$ cat config.mk
export PLATFORM = sky130hd
export DESIGN_NAME = riscv_fetch_unit
export DESIGN_NICKNAME = d
export VERILOG_FILES = /design/src/rtl/riscv_fetch_unit.sv
export SDC_FILE = /design/constraint.sdc
export NUM_CORES = 1
export LEC_CHECK = 0
export CORE_ASPECT_RATIO = 0.5
export CORE_MARGIN = 10
export CORE_UTILIZATION = 56
export DETAILED_ROUTE_END_ITERATION = 7
export PLACE_DENSITY = 0.8
export SLEW_MARGIN = 25
export SYNTH_ARGS = -nofsm -noshare
export SYNTH_HDL_FRONTEND = slang
export SYNTH_SLANG_ARGS = --single-unit
export TNS_END_PERCENT = 100
$ cat constraint.sdc
create_clock -name i_CLK -period 4.25 [get_ports i_CLK]
set_clock_uncertainty 0.2 [all_clocks]
set_input_delay 0.6375 -clock i_CLK [delete_from_list [all_inputs] [get_ports i_CLK]]
set_output_delay 0.6375 -clock i_CLK [all_outputs]
set_load 0.005 [all_outputs]
$ cat src/rtl/riscv_fetch_unit.sv
// Instruction fetch stage: owns the fetch PC, keeps one read outstanding and buffers words in a FIFO.
// Optional RISCV_FETCH_BYPASS_EN forwards a response straight to the consumer when the buffer is empty.
module riscv_fetch_unit #(
    parameter int                   BUS_WIDTH  = 32,
    parameter logic [BUS_WIDTH-1:0] RESET_PC   = 32'h0000_0000,
    parameter int                   FIFO_DEPTH = 4
) (
    input  logic                 i_CLK,
    input  logic                 i_RST_N,
    output logic                 o_IMEM_REQ,
    output logic [BUS_WIDTH-1:0] o_IMEM_ADDR,
    input  logic                 i_IMEM_VALID,
    input  logic [BUS_WIDTH-1:0] i_IMEM_DATA,
    output logic [BUS_WIDTH-1:0] o_INSTR,
    output logic [BUS_WIDTH-1:0] o_INSTR_PC,
    output logic                 o_INSTR_VALID,
    input  logic                 i_INSTR_READY,
    input  logic                 i_REDIRECT,
    input  logic [BUS_WIDTH-1:0] i_REDIRECT_PC
);
    localparam int PW = $clog2(FIFO_DEPTH);
    localparam int CW = PW + 1;

    typedef enum logic [1:0] {
        S_IDLE  = 2'd0,
        S_BUSY  = 2'd1,
        S_DRAIN = 2'd2
    } state_e;

    state_e               state_q, state_d;
    logic [BUS_WIDTH-1:0] fetch_pc_q, fetch_pc_d;
    logic [CW-1:0]        count_q, count_d;
    logic [PW-1:0]        rd_ptr_q, rd_ptr_d;
    logic [PW-1:0]        wr_ptr_q, wr_ptr_d;
    logic [BUS_WIDTH-1:0] data_mem_q [FIFO_DEPTH];
    logic [BUS_WIDTH-1:0] pc_mem_q   [FIFO_DEPTH];
    logic                 req_q, req_d;
    logic [BUS_WIDTH-1:0] addr_q, addr_d;
    logic                 push_s, pop_s, bypass_s;

    assign pop_s = (count_q != {CW{1'b0}}) && i_INSTR_READY;

`ifdef RISCV_FETCH_BYPASS_EN
    assign bypass_s = (count_q == {CW{1'b0}}) && (state_q == S_BUSY) && i_IMEM_VALID
                      && i_INSTR_READY && !i_REDIRECT;
`else
    assign bypass_s = 1'b0;
`endif

    // State, PC, request and FIFO registers
    always_ff @(posedge i_CLK or negedge i_RST_N) begin
        if (!i_RST_N) begin
            state_q    <= S_IDLE;
            fetch_pc_q <= RESET_PC;
            count_q    <= {CW{1'b0}};
            rd_ptr_q   <= {PW{1'b0}};
            wr_ptr_q   <= {PW{1'b0}};
            req_q      <= 1'b0;
            addr_q     <= {BUS_WIDTH{1'b0}};
            for (int i = 0; i < FIFO_DEPTH; i++) begin
                data_mem_q[i] <= {BUS_WIDTH{1'b0}};
                pc_mem_q[i]   <= {BUS_WIDTH{1'b0}};
            end
        end else begin
            state_q    <= state_d;
            fetch_pc_q <= fetch_pc_d;
            count_q    <= count_d;
            rd_ptr_q   <= rd_ptr_d;
            wr_ptr_q   <= wr_ptr_d;
            req_q      <= req_d;
            addr_q     <= addr_d;
            if (push_s) begin
                data_mem_q[wr_ptr_q] <= i_IMEM_DATA;
                pc_mem_q[wr_ptr_q]   <= fetch_pc_q;
            end
        end
    end

    // Next-state: redirect wins, then response handling, then the issue decision
    always_comb begin
        state_d    = state_q;
        fetch_pc_d = fetch_pc_q;
        count_d    = count_q;
        rd_ptr_d   = rd_ptr_q;
        wr_ptr_d   = wr_ptr_q;
        push_s     = 1'b0;
        req_d      = 1'b0;
        addr_d     = addr_q;
        if (i_REDIRECT) begin
            count_d    = {CW{1'b0}};
            rd_ptr_d   = {PW{1'b0}};
            wr_ptr_d   = {PW{1'b0}};
            fetch_pc_d = i_REDIRECT_PC & ~BUS_WIDTH'(3);
            case (state_q)
                S_BUSY:  state_d = i_IMEM_VALID ? S_IDLE : S_DRAIN;
                S_DRAIN: state_d = i_IMEM_VALID ? S_IDLE : S_DRAIN;
                default: state_d = S_IDLE;
            endcase
        end else begin
            case (state_q)
                S_BUSY: begin
                    if (i_IMEM_VALID) begin
                        state_d    = S_IDLE;
                        fetch_pc_d = fetch_pc_q + BUS_WIDTH'(4);
                        push_s     = !bypass_s;
                    end else begin
                        state_d = S_BUSY;
                    end
                end
                S_DRAIN: state_d = i_IMEM_VALID ? S_IDLE : S_DRAIN;
                default: state_d = S_IDLE;
            endcase
            count_d  = count_q + CW'(push_s) - CW'(pop_s);
            rd_ptr_d = pop_s  ? rd_ptr_q + PW'(1) : rd_ptr_q;
            wr_ptr_d = push_s ? wr_ptr_q + PW'(1) : wr_ptr_q;
        end
        // Issue only with a free slot reserved for the returning word
        if ((state_d == S_IDLE) && (count_d < CW'(FIFO_DEPTH))) begin
            state_d = S_BUSY;
            req_d   = 1'b1;
            addr_d  = fetch_pc_d;
        end else begin
            req_d = 1'b0;
        end
    end

    // Output decode: FIFO head, or the live response when bypassing
    always_comb begin
        o_IMEM_REQ  = req_q;
        o_IMEM_ADDR = addr_q;
        if (bypass_s) begin
            o_INSTR       = i_IMEM_DATA;
            o_INSTR_PC    = fetch_pc_q;
            o_INSTR_VALID = 1'b1;
        end else begin
            o_INSTR       = data_mem_q[rd_ptr_q];
            o_INSTR_PC    = pc_mem_q[rd_ptr_q];
            o_INSTR_VALID = (count_q != {CW{1'b0}});
        end
    end

endmodule

==> summary by stage <==
Floorplanning
For this configuration, the core starts out at a cell density of 57.58%. The total die area is 33,540 µm². The overall die height is 134.6 µm. The core box area is 25,550 µm².

From left edge to right edge, the die measures 249.2 µm. The number of ports placed on the die boundary is 167. The initialized floorplan defines 41 standard-cell rows.

Clock tree
The later pin in the worst-skew pair is clocked with a latency of 560 ps. TritonCTS built the clock tree. The number of buffers inserted to repair setup after CTS is 0.

TritonCTS created 29 clock buffers. The root buffer cell is clkbuf_16. The depth of the CTS H-tree is 1.

The clock passes through at most 3 buffers. The number of clock sinks seen by CTS is 330. After clock tree synthesis, the clock-pin slew on the worst setup and hold paths is 60 ps.

Detailed routing
The total via count in the routed design is 8,801. The number of iterations in the first detailed-routing pass is 5. Dividing the detail-routed via count by the number of cells gives 5.828.

The detail route stage leaves a number of antenna-violating nets equal to 0. In this run, the number of DRC markers left after iteration 0 of detailed routing was 561. The number of design rule violations left after detail routing is 0. In the final routed layout, each cell accounts on average for 21.99 µm.

The final wirelength is 33.21 mm.

STA
Static timing analysis puts the maximum clock frequency at 262.7 MHz. The worst slack on hold paths is 280.2 ps. Setup violations remaining at the end of the flow were counted as 0. In this run the tightest slew margin relative to its limit is 41.58%. The slack of the critical path is 443.8 ps. The number of hold-slack violations in the final timing report is 0. The transition time at the pin with the least slew margin is 868.3 ps. The setup total negative slack is 0 ps. The post-route fraction of the period consumed by the critical path is 89.56%. Setup repair after global routing left no endpoint under its margin.

For the finished layout, the period the worst path requires is 3806 ps. The count of final max-slew check failures is 0.

Place
The standard cell area after detailed placement is 16,770 µm². The number of port buffers is 164. The worst setup slack before clock tree synthesis is 32.37 ps. The final weighted congestion in routability-driven placement is 0.7982. The total half-perimeter wirelength after legalization and detailed placement is 21.96 mm.

Finish
After the last flow step, the layout net total stands at 1,224. The finished cells cover 17,670 µm². In the final layout, the share of cells above drive strength 1 is 35.45%. From synthesis to final layout, the design area changed by 20.12%.

Synthesis
The combined area of all synthesized cells is 14,710 µm². The fraction of synthesized area in multiplexers is 31.49%. Synthesis handed over a netlist of 996 instances. The adder-cell area share of the yosys netlist is 0.9016%. The share of the Yosys chip area taken by registers is 56.14%. The average size of a mapped cell is 14.77 µm². After synthesis, the largest family of logic cells by area is multiplexers.

The number of enable flip-flop cells after synthesis is 0. The most common flop cell mapped by yosys is dfrtp_1. Of all flip-flops after synthesis, the portion carrying an async set or reset was 100.0%. The simple-gate area share of the yosys netlist is 5.197%. The synthesized netlist devotes 1.888% of its cell area to compound gates. The number of synthesized register bits is 330. The number of nets handed over by synthesis was 1,075. In this run, distinct cell masters in the synthesized netlist total 48. The Yosys warning count is 0. The synthesized netlist devotes 1.650% of its cell area to XOR and XNOR gates.

Setup path
The maximum fanout encountered on the critical timing path is 12. STA puts the critical path data arrival time at 4080 ps. The kind of critical path is flop to flop. The kind of end point of the critical path is a flop. The critical path data required time is 4520 ps.

The nature of the critical path startpoint is a flop.

GRT
The global-route total usage across every layer is 19.93%. The remaining global-route overflow is 0. The initial antenna violation count is 1.

The via count of the first global-routing pass is 9,806. The first global-routing pass estimated 54.40 mm of wire. Entering global routing, the biggest net connects 96 pins.

Worst hold path
The min-delay analysis places its worst path in the category flop to flop.

Pwr
VDD sags by at most 0.0003541 V. The post-route total power is 11.64 mW. The power density over cell area is 658.6 nW/µm². For this design the static power due to leakage is 7.815 nW.

Flow run
The max-capacitance violation count is 0.

Outcome
The flow ran to the end, and the final reports show no timing, DRC or antenna violations.
==> Yosys cell counts (all sizes together), types with 2 or more instances <==
cell | instances | area share [%]
nor2 | 18 | 0.46
ha | 9 | 0.77
mux2i | 15 | 1.0
nor4b | 2 | 0.12
clkbuf | 22 | 0.56
xor2 | 7 | 0.42
xnor2 | 18 | 1.1
nand4 | 11 | 0.57
o221ai | 3 | 0.18
and4 | 3 | 0.18
buf | 47 | 1.6
nand2 | 56 | 1.4
nand3 | 10 | 0.34
or3 | 3 | 0.13
o21ai | 24 | 0.82
nor3 | 13 | 0.61
or2 | 2 | 0.085
inv | 21 | 0.54
nor2b | 7 | 0.30
a21oi | 7 | 0.24
a22oi | 2 | 0.10
nand2b | 3 | 0.13
mux2 | 270 | 21
mux4 | 64 | 9.8
nor4 | 5 | 0.36
and3 | 3 | 0.13
and2 | 2 | 0.085
o211ai | 3 | 0.15
or4 | 4 | 0.23
o22ai | 6 | 0.26
dfrtp | 330 | 56
==> placed cells by master (no fill, tap or decap), types with 2 or more instances in the layout <==
cell and n:
nand2b_1 3, and4_1 3, nor2b_1 7, a22oi_1 2
o221ai_1 3, xnor2_1 18, nor4b_1 2, and2_1 2
nor3_2 5, clkinv_2 3, nor3_1 8, a21oi_1 7
nand3_1 10, buf_12 9, nand2_4 4, clkbuf_8 7
dfrtp_1 328, clkdlybuf4s50_1 162, or4_1 3, inv_2 2
o211ai_1 3, clkbuf_16 29, mux4_2 64, nand2_1 52
mux2_1 3, mux2i_1 15, o22ai_1 6, xor2_1 7
ha_1 9, inv_1 19, clkbuf_1 11, mux2_2 267
or3_1 3, nor2_1 18, nor4_1 3, nand4_1 10
and3_1 3, buf_4 13, o21ai_0 24
==> final timing paths <==
kind                                   start               to  slack, ps  cells past startpoint
worst max-delay path              count_q[1]  o_IMEM_ADDR[27]        440                     13
worst min-delay path            pc_mem_q[40]     pc_mem_q[40]        280                      2
worst max register to register    count_q[1]  o_IMEM_ADDR[27]        440                     13
worst min register to register  pc_mem_q[40]     pc_mem_q[40]        280                      2
max in group asynchronous            i_RST_N   data_mem_q[69]       2390                      3
min in group asynchronous            i_RST_N   data_mem_q[28]        420                      2
==> logic make-up (layout without fill, tap and decap cells) <==
kind of cell,after synthesis,after routing
fa+ha+maj,10,10
other cells,0,1
buf+inv,90,259
xor+xnor,26,26
mux,349,349
compound gates,48,48
flops,330,330
simple gates,143,143
==> flip-flops by register name, indices dropped and copies added, names as in the netlist <==
name / count
pc_mem_q: 128
rd_ptr_q: 2
wr_ptr_q: 2
data_mem_q: 128
fetch_pc_q: 32
o_IMEM_ADDR: 32
o_IMEM_REQ: 1
state_q: 2
count_q: 3
==> area by class of cell <==
cell class                      count  area (µm²)
Sequential cell                   330        8263
Fill cell                        1734        7876
Multi-Input combinational cell    576        6080
Timing Repair Buffer              187        1929
Clock buffer                       47       863.3
Tap cell                          344       430.4
Inverter                           21       78.83
Clock inverter                      4       23.77
Antenna cell                        1       2.502
==> routing by layer <==
layer  wire length, µm  up-vias  GRT usage, %
li1                  -     3929             -
met2             17630      154         36.60
met5                 0        -             0
met1             13860     4682         24.47
met3              1181       36         3.342
met4               534        0         4.051
==> per-stage QoR <==
| stage | utilization (%) | instances |
|---|---|---|
| 2_1_floorplan | - | 996 |
| 3_3_place_gp | 65.65 | 1457 |
| 3_5_place_dp | 65.65 | 1457 |
| 4_1_cts | 69.16 | 1509 |
| 5_1_grt | 69.17 | 1510 |
| 6_report | 69.17 | 1510 |
==> where the power goes <==
group	leakage, nW	switching [mW]	internal, mW
sequential	4.20	0.663	4.21
clock	0.437	1.13	1.38
combinational	3.17	1.49	2.76
==> worst max-delay path: stages (launching register included) <==
cell      delay [ps]
dfrtp_1          400
or3_1            390
and2_1           200
ha_1             280
inv_1             40
ha_1             180
fa_1             380
xor3_1           300
nor2_1            60
or3_1            430
inv_2            100
buf_4            220
nand2b_1         270
o22ai_1          270
==> timing repair <==
| action | CTS | global route |
|---|---|---|
| gates resized for setup | 0 | 0 |
| hold endpoints to repair | 60 | 0 |
| hold buffers | 1 | 0 |
(Power assumes the default switching activity.)
